==> src/rtl/ukp_report_ctrl_if.sv <==
// Sequencer-side receive taps and consumer-side report port of the USB keyboard report controller.
// The master drives receive/consumer inputs; the slave (controller) drives report status.
interface ukp_report_ctrl_if;
  logic       rcv_connected;
  logic [7:0] rcv_data;
  logic [7:0] rcv_addr;
  logic       rcv_req;
  logic [2:0] rd_addr;
  logic [7:0] rd_data;
  logic       rpt_valid;
  logic       rpt_ack;
  logic [3:0] rpt_seq;
  logic       rpt_changed;
  logic       overrun;
  logic       timeout;
  logic [1:0] state_out;

  modport master (
    output rcv_connected, rcv_data, rcv_addr, rcv_req, rd_addr, rpt_ack,
    input  rd_data, rpt_valid, rpt_seq, rpt_changed, overrun, timeout, state_out
  );

  modport slave (
    input  rcv_connected, rcv_data, rcv_addr, rcv_req, rd_addr, rpt_ack,
    output rd_data, rpt_valid, rpt_seq, rpt_changed, overrun, timeout, state_out
  );
endinterface

==> src/rtl/ukp_report_ctrl.sv <==
// Captures 8-byte HID reports from the USB sequencer's receive shift register,
// filters SYNC/DATA-toggle, double-buffers the report and tracks ack/overrun/timeout.
module ukp_report_ctrl (
  input  logic                usbclk,
  input  logic                reset_n,
  ukp_report_ctrl_if.slave    bus
);

  typedef enum logic [1:0] {
    DISC = 2'd0,
    IDLE = 2'd1,
    RECV = 2'd2,
    DROP = 2'd3
  } state_t;

  localparam logic [7:0]  PID_SYNC   = 8'h80;
  localparam logic [7:0]  PID_DATA0  = 8'hC3;
  localparam logic [7:0]  PID_DATA1  = 8'h4B;
  localparam logic [15:0] IDLE_LIMIT = 16'd48000;

  state_t          state_q, state_d;
  logic [7:0]      last_addr_q;
  logic [7:0]      last_pid_q, pid_tmp_q;
  logic [7:0][7:0] front_q, shadow_q, front_new;
  logic [15:0]     idle_cnt_q;
  logic            rpt_valid_q, rpt_changed_q, overrun_q;
  logic [3:0]      rpt_seq_q;

  logic [4:0]      k;
  logic [2:0]      sh_idx;
  logic            ev, pid_ok, pid_latch, shadow_we, commit;

  // A byte boundary is a fresh multiple of 8 bits; repeated strobes at one address count once.
  assign k      = bus.rcv_addr[7:3];
  assign sh_idx = 3'(k - 5'd3);
  assign ev     = bus.rcv_req && (bus.rcv_addr[2:0] == 3'd0) && (k != 5'd0)
                  && (bus.rcv_addr != last_addr_q);
  assign pid_ok = ((bus.rcv_data == PID_DATA0) || (bus.rcv_data == PID_DATA1))
                  && (bus.rcv_data != last_pid_q);

  // NOTE: every always_comb output gets a default first so no path leaves it unassigned (no latches).
  always_comb begin
    state_d   = state_q;
    pid_latch = 1'b0;
    shadow_we = 1'b0;
    commit    = 1'b0;
    unique case (state_q)
      DISC: if (bus.rcv_connected) state_d = IDLE;
      IDLE: if (ev && k == 5'd1) state_d = (bus.rcv_data == PID_SYNC) ? RECV : DROP;
      RECV: begin
        if (bus.rcv_addr == 8'd0) begin
          state_d = IDLE;
        end else if (ev) begin
          if (k == 5'd2) begin
            if (pid_ok) pid_latch = 1'b1;
            else        state_d   = DROP;
          end else if (k >= 5'd3 && k <= 5'd10) begin
            shadow_we = 1'b1;
            if (k == 5'd10) begin
              commit  = 1'b1;
              state_d = IDLE;
            end
          end
        end
      end
      DROP: if (bus.rcv_addr == 8'd0) state_d = IDLE;
      default: state_d = DISC;
    endcase
    if (!bus.rcv_connected) begin
      state_d   = DISC;
      pid_latch = 1'b0;
      shadow_we = 1'b0;
      commit    = 1'b0;
    end
  end

  // The committed report is the shadow with byte 7 taken straight off the wire.
  always_comb begin
    front_new    = shadow_q;
    front_new[7] = bus.rcv_data;
  end

  always_ff @(posedge usbclk or negedge reset_n) begin
    if (!reset_n) begin
      state_q     <= DISC;
      last_addr_q <= 8'd0;
      idle_cnt_q  <= 16'd0;
    end else begin
      state_q <= state_d;
      if (bus.rcv_addr == 8'd0) last_addr_q <= 8'd0;
      else if (ev)              last_addr_q <= bus.rcv_addr;
      if (state_q == DISC || ev)     idle_cnt_q <= 16'd0;
      else if (idle_cnt_q != IDLE_LIMIT) idle_cnt_q <= idle_cnt_q + 16'd1;
    end
  end

  // NOTE: the two 8-byte buffers are plain registers, so they take the async reset like any other state.
  always_ff @(posedge usbclk or negedge reset_n) begin
    if (!reset_n) begin
      front_q       <= '0;
      shadow_q      <= '0;
      last_pid_q    <= 8'd0;
      pid_tmp_q     <= 8'd0;
      rpt_valid_q   <= 1'b0;
      rpt_changed_q <= 1'b0;
      overrun_q     <= 1'b0;
      rpt_seq_q     <= 4'd0;
    end else begin
      if (pid_latch) pid_tmp_q <= bus.rcv_data;
      if (shadow_we) shadow_q[sh_idx] <= bus.rcv_data;
      if (!bus.rcv_connected) begin
        front_q     <= '0;
        shadow_q    <= '0;
        last_pid_q  <= 8'd0;
        rpt_valid_q <= 1'b0;
        overrun_q   <= 1'b0;
      end else if (commit) begin
        front_q       <= front_new;
        last_pid_q    <= pid_tmp_q;
        rpt_seq_q     <= rpt_seq_q + 4'd1;
        rpt_valid_q   <= 1'b1;
        rpt_changed_q <= (front_new != front_q);
        if (rpt_valid_q && !bus.rpt_ack) overrun_q <= 1'b1;
      end else if (bus.rpt_ack) begin
        rpt_valid_q <= 1'b0;
      end
    end
  end

  assign bus.rd_data     = front_q[bus.rd_addr];
  assign bus.rpt_valid   = rpt_valid_q;
  assign bus.rpt_seq     = rpt_seq_q;
  assign bus.rpt_changed = rpt_changed_q;
  assign bus.overrun     = overrun_q;
  assign bus.timeout     = (idle_cnt_q == IDLE_LIMIT) && (state_q != DISC);
  assign bus.state_out   = state_q;

endmodule

==> src/flat_wrapper.sv <==
// flat-port wrapper written by rule: the top's interface ports become plain ports
module ukp_report_ctrl_flat 
  (usbclk, reset_n, bus_rcv_connected, bus_rcv_data, bus_rcv_addr, bus_rcv_req, bus_rd_addr, bus_rpt_ack, bus_rd_data, bus_rpt_valid, bus_rpt_seq, bus_rpt_changed, bus_overrun, bus_timeout, bus_state_out);
  ukp_report_ctrl_if bus_i ();
  input  logic usbclk;
  input  logic reset_n;
  input wire logic [$bits(bus_i.rcv_connected)-1:0] bus_rcv_connected;
  input wire logic [$bits(bus_i.rcv_data)-1:0] bus_rcv_data;
  input wire logic [$bits(bus_i.rcv_addr)-1:0] bus_rcv_addr;
  input wire logic [$bits(bus_i.rcv_req)-1:0] bus_rcv_req;
  input wire logic [$bits(bus_i.rd_addr)-1:0] bus_rd_addr;
  input wire logic [$bits(bus_i.rpt_ack)-1:0] bus_rpt_ack;
  output wire logic [$bits(bus_i.rd_data)-1:0] bus_rd_data;
  output wire logic [$bits(bus_i.rpt_valid)-1:0] bus_rpt_valid;
  output wire logic [$bits(bus_i.rpt_seq)-1:0] bus_rpt_seq;
  output wire logic [$bits(bus_i.rpt_changed)-1:0] bus_rpt_changed;
  output wire logic [$bits(bus_i.overrun)-1:0] bus_overrun;
  output wire logic [$bits(bus_i.timeout)-1:0] bus_timeout;
  output wire logic [$bits(bus_i.state_out)-1:0] bus_state_out;
  assign bus_i.rcv_connected = bus_rcv_connected;
  assign bus_i.rcv_data = bus_rcv_data;
  assign bus_i.rcv_addr = bus_rcv_addr;
  assign bus_i.rcv_req = bus_rcv_req;
  assign bus_i.rd_addr = bus_rd_addr;
  assign bus_i.rpt_ack = bus_rpt_ack;
  assign bus_rd_data = bus_i.rd_data;
  assign bus_rpt_valid = bus_i.rpt_valid;
  assign bus_rpt_seq = bus_i.rpt_seq;
  assign bus_rpt_changed = bus_i.rpt_changed;
  assign bus_overrun = bus_i.overrun;
  assign bus_timeout = bus_i.timeout;
  assign bus_state_out = bus_i.state_out;
  ukp_report_ctrl u_core (.usbclk(usbclk), .reset_n(reset_n), .bus(bus_i));
endmodule
==> config.mk <==
export PLATFORM = sky130hd
export DESIGN_NAME = ukp_report_ctrl_flat
export DESIGN_NICKNAME = d
export VERILOG_FILES = /design/src/rtl/ukp_report_ctrl_if.sv /design/src/rtl/ukp_report_ctrl.sv /design/src/flat_wrapper.sv
export SDC_FILE = /design/constraint.sdc
export NUM_CORES = 1
export LEC_CHECK = 0
export CORE_MARGIN = 3
export CORE_UTILIZATION = 30
export DETAILED_ROUTE_END_ITERATION = 16
export HOLD_SLACK_MARGIN = 0.1
export PLACE_DENSITY = 0.52
export SLEW_MARGIN = 20
export SYNTH_ARGS = -nofsm -noshare
export SYNTH_HDL_FRONTEND = slang
export SYNTH_SLANG_ARGS = --single-unit
==> constraint.sdc <==
create_clock -name usbclk -period 3.7 [get_ports usbclk]
set_input_delay 0.74 -clock usbclk [delete_from_list [all_inputs] [get_ports usbclk]]
set_output_delay 0.74 -clock usbclk [all_outputs]
set_load 0.005 [all_outputs]
==> results of run 1 <==
stage by stage:
| step | power (mW) | utilization | worst slack (ns) | hold slack [ns] | instances |
|---|---|---|---|---|---|
| after floorplan | 2.17 | - | 0.469 | 0.439 | 860 |
| after global placement | 2.37 | 0.344 | 0.189 | 0.452 | 1258 |
| after detailed placement | 2.37 | 0.344 | 0.210 | 0.454 | 1258 |
| after CTS | 4.27 | 0.366 | 0.193 | 0.364 | 1290 |
| after global routing | 4.40 | 0.366 | 0.156 | 0.372 | 1290 |
| final | 4.21 | 0.366 | 0.216 | 0.321 | 1290 |
area by class of cell:
type / instances / area share
tap: 378 / 0.0461
sequential: 169 / 0.412
multi-input combinational: 629 / 0.405
clock inverter: 11 / 0.0154
inverter: 10 / 0.00391
clock buffer: 21 / 0.0449
timing repair buffer: 72 / 0.0726
synthesized netlist by cell type, drive strengths merged, types with 2 or more instances:
| library cell | count | area, um2 |
|---|---|---|
| dfrtp | 169 | 4230 |
| nand2 | 168 | 631 |
| xor2 | 92 | 806 |
| nor2 | 79 | 297 |
| a21oi | 78 | 390 |
| mux2i | 58 | 581 |
| clkbuf | 37 | 139 |
| nor4 | 24 | 165 |
| mux4 | 16 | 360 |
| buf | 15 | 72.6 |
| nand3 | 13 | 65.1 |
| ha | 11 | 138 |
| mux2 | 11 | 124 |
| inv | 9 | 33.8 |
| nor3 | 9 | 56.3 |
| and3 | 8 | 53.8 |
| nand4 | 8 | 50.1 |
| xnor2 | 8 | 70.1 |
| nor2b | 5 | 31.3 |
| o21ai | 5 | 25.0 |
| or2 | 5 | 31.3 |
| a21o | 3 | 22.5 |
| nand2b | 3 | 18.8 |
| or4 | 3 | 26.3 |
| a211o | 2 | 18.8 |
| a31oi | 2 | 12.5 |
| and2 | 2 | 13.8 |
| nand3b | 2 | 15.0 |
worst max-delay path, stage by stage:
cell and delay [ns]:
clkdlybuf4s50_1 0.52, buf_12 0.19, mux4_2 0.51, mux2_2 0.31, clkdlybuf4s50_1 0.45
placed cells by master (no fill, tap or decap), types with 2 or more instances in the layout:
cell	Yosys	final
clkbuf_8	0	2
nand2_1	168	168
bufinv_16	0	3
nand4_1	8	8
nor3_1	8	8
mux4_2	16	16
or4_2	3	3
a31oi_1	2	2
o21ai_0	5	5
clkbuf_1	37	2
buf_4	0	23
and3_1	5	5
and3_2	3	3
dfrtp_1	169	169
ha_1	11	11
mux2i_1	58	58
nor2_1	79	78
inv_1	9	9
nor4_1	23	23
clkinvlp_4	0	2
nand3b_1	2	2
nor2b_1	5	5
xnor2_1	8	8
mux2_2	11	11
inv_6	0	5
clkdlybuf4s50_1	0	40
a21oi_1	78	78
xor2_1	92	92
buf_12	0	8
or2_2	5	5
nand2b_1	3	3
nand3_1	13	13
clkbuf_16	0	17
a21o_1	3	3
flip-flops by register name, indices dropped and copies added, names as in the netlist:
signal / count
u_core.last_pid_q: 8
u_core.idle_cnt_q: 16
u_core.bus.rpt_valid: 1
u_core.bus.rpt_changed: 1
u_core.bus.rpt_seq: 4
u_core.front_q: 64
u_core.pid_tmp_q: 8
u_core.bus.state_out: 2
u_core.front_new: 56
u_core.bus.overrun: 1
u_core.last_addr_q: 8
per-layer routing:
layer,global-route usage,up-vias
li1,-,2980
met1,0.225,3175
met2,0.249,133
met3,0.0268,21
met4,0.0482,0
met5,0,-
logic make-up (layout without fill, tap and decap cells):
group / after synthesis / count (layout) / share of synthesized area
simple gates: 334 / 334 / 0.174
flops: 169 / 169 / 0.491
xor+xnor: 100 / 100 / 0.102
compound gates: 99 / 99 / 0.0652
mux: 85 / 85 / 0.124
buf+inv: 62 / 114 / 0.0289
fa+ha+maj: 11 / 11 / 0.0160
power breakdown:
part	switching (mW)	leakage [nW]	internal (mW)
logic	0.261	2.33	0.155
registers	0.0330	2.35	1.88
clock network	0.775	0.296	1.11
total	1.07	4.98	3.14
path summary, 6_finish.rpt:
check,start,end,depth (start not counted)
worst max-delay path,bus_rd_addr[0],bus_rd_data[4],5
worst min-delay path,reset_n,u_core.front_new[32]$_DFFE_PN0P_,1
worst max register to register,u_core.bus.state_out[0]$_DFFE_PN0P_,u_core.front_new[6]$_DFFE_PN0P_,7
worst min register to register,u_core.pid_tmp_q[1]$_DFFE_PN0P_,u_core.pid_tmp_q[1]$_DFFE_PN0P_,1
max in group asynchronous,reset_n,u_core.front_new[47]$_DFFE_PN0P_,2
min in group usbclk,u_core.pid_tmp_q[1]$_DFFE_PN0P_,u_core.pid_tmp_q[1]$_DFFE_PN0P_,1
==> impl_metrics.json, run 1 <==
{
  "synth_seq_cells": 169,
  "grt_max_degree": 133,
  "rsz0062_at_grt": "false",
  "routabilityCongestion": 0.835,
  "synth_edf_count": 0,
  "max_freq_ghz": 0.287,
  "end_kind": "output port",
  "finalSetupViolCount": 0,
  "dieWidth_um": 175,
  "avgSynthCellArea_um2": 10.0,
  "dominantRegCellSynth": "dfrtp_1",
  "hp-class": "input pin to asynchronous set/reset pin",
  "syn_to_final_growth_pct": 19.0,
  "grt.overflow.total": 0,
  "dieArea_mm2": 0.0308,
  "port_buffers": 41,
  "ir_worst_vdd_mv": 0.221,
  "start_util": 0.308,
  "clk-insertion-delay-late_ns": 0.42,
  "syn_nets": 895,
  "max-cap-violations": 0,
  "firstDrtPassIters": 5,
  "worstPathArrival_ns": 2.74,
  "wl_met2_um": 11100,
  "clockRootBuffer": "clkbuf_16",
  "drive_gt1_frac": 0.120,
  "regArea_mm2": 0.00423,
  "dp_hpwl_um": 15900,
  "hold_violations": 0,
  "synth_cell_types": 50,
  "drt_wl_total_um": 23700,
  "max-slew-margin-rel": 0.414,
  "stdcell_area_mm2": 0.0103,
  "met3_length_um": 842,
  "critical_path_required_ns": 2.96,
  "slew_violations": 0,
  "ant_nets": 0,
  "grt_pass1_vias": 6378,
  "rrSetupSlack_ns": 1.21,
  "fin_crit_ns": 3.48,
  "cts.sinks": 169,
  "cts_buffers": 17,
  "fp.dieH_um": 175,
  "num_rows": 61,
  "worst_pin_slew_ns": 0.877,
  "grt_first_pass_wirelength_um": 37900,
  "first_iter_violations": 488,
  "yosysWarningCount": 0,
  "ys_seq_area_frac": 0.491,
  "via_per_inst": 4.89,
  "htree_num_levels": 4,
  "finalClockSkew_ns": 0.0122,
  "wl_per_cell_um": 18.3,
  "clk_path_buf_depth": 2,
  "io_pins": 42,
  "antenna_found_initial": 0,
  "p_leak_nw": 4.98,
  "n_fill_cell": 2822,
  "netlist_instances": 860,
  "m1WireLength_um": 11200,
  "critPathLaunchType": "input pin",
  "finalCritPeriodShare": 0.942,
  "multiInputGateArea_mm2": 0.00415,
  "drcViolationCount": 0,
  "cts_tree": "yes",
  "final_nets": 934,
  "post_cts_resized": 0,
  "hold_buffers": 0,
  "status": "completed",
  "dr_total_vias": 6309,
  "netlist_area_mm2": 0.00862,
  "async_reset_ff_frac": 1.00,
  "top_layer_used": "met4",
  "core_area_mm2": 0.0280,
  "critPathKind": "input pin to output port",
  "grt_usage": 0.159,
  "cts_setup_buffers": 0,
  "fin_tns_setup_ns": 0,
  "critPathMaxFanout": 16,
  "clk_pin_slew_ns": 0.07,
  "p_per_area_mw_per_mm2": 411,
  "diodes": 0,
  "placed_area_mm2": 0.00963
}
No activity file was read; power rests on OpenSTA's default activity.
==> run 2, diff against run 1 <==
--- a/config.mk
+++ b/config.mk
@@ -5,6 +5,7 @@
 export SDC_FILE = /design/constraint.sdc
 export NUM_CORES = 1
 export LEC_CHECK = 0
+export ABC_CLOCK_PERIOD_IN_PS = 3700
 export CORE_MARGIN = 3
 export CORE_UTILIZATION = 30
 export DETAILED_ROUTE_END_ITERATION = 16
==> results of run 2 <==
No change in the layout: final DEF, timing and power equal those of run 1.
==> run 3, diff against run 2 <==
--- a/config.mk
+++ b/config.mk
@@ -8,8 +8,9 @@
 export ABC_CLOCK_PERIOD_IN_PS = 3700
 export CORE_MARGIN = 3
 export CORE_UTILIZATION = 30
+export CTS_CLUSTER_SIZE = 20
 export DETAILED_ROUTE_END_ITERATION = 16
-export HOLD_SLACK_MARGIN = 0.1
+export HOLD_SLACK_MARGIN = 0.15
 export PLACE_DENSITY = 0.52
 export SLEW_MARGIN = 20
 export SYNTH_ARGS = -nofsm -noshare
==> results of run 3 <==
No change in the layout: final DEF, timing and power equal those of run 1.
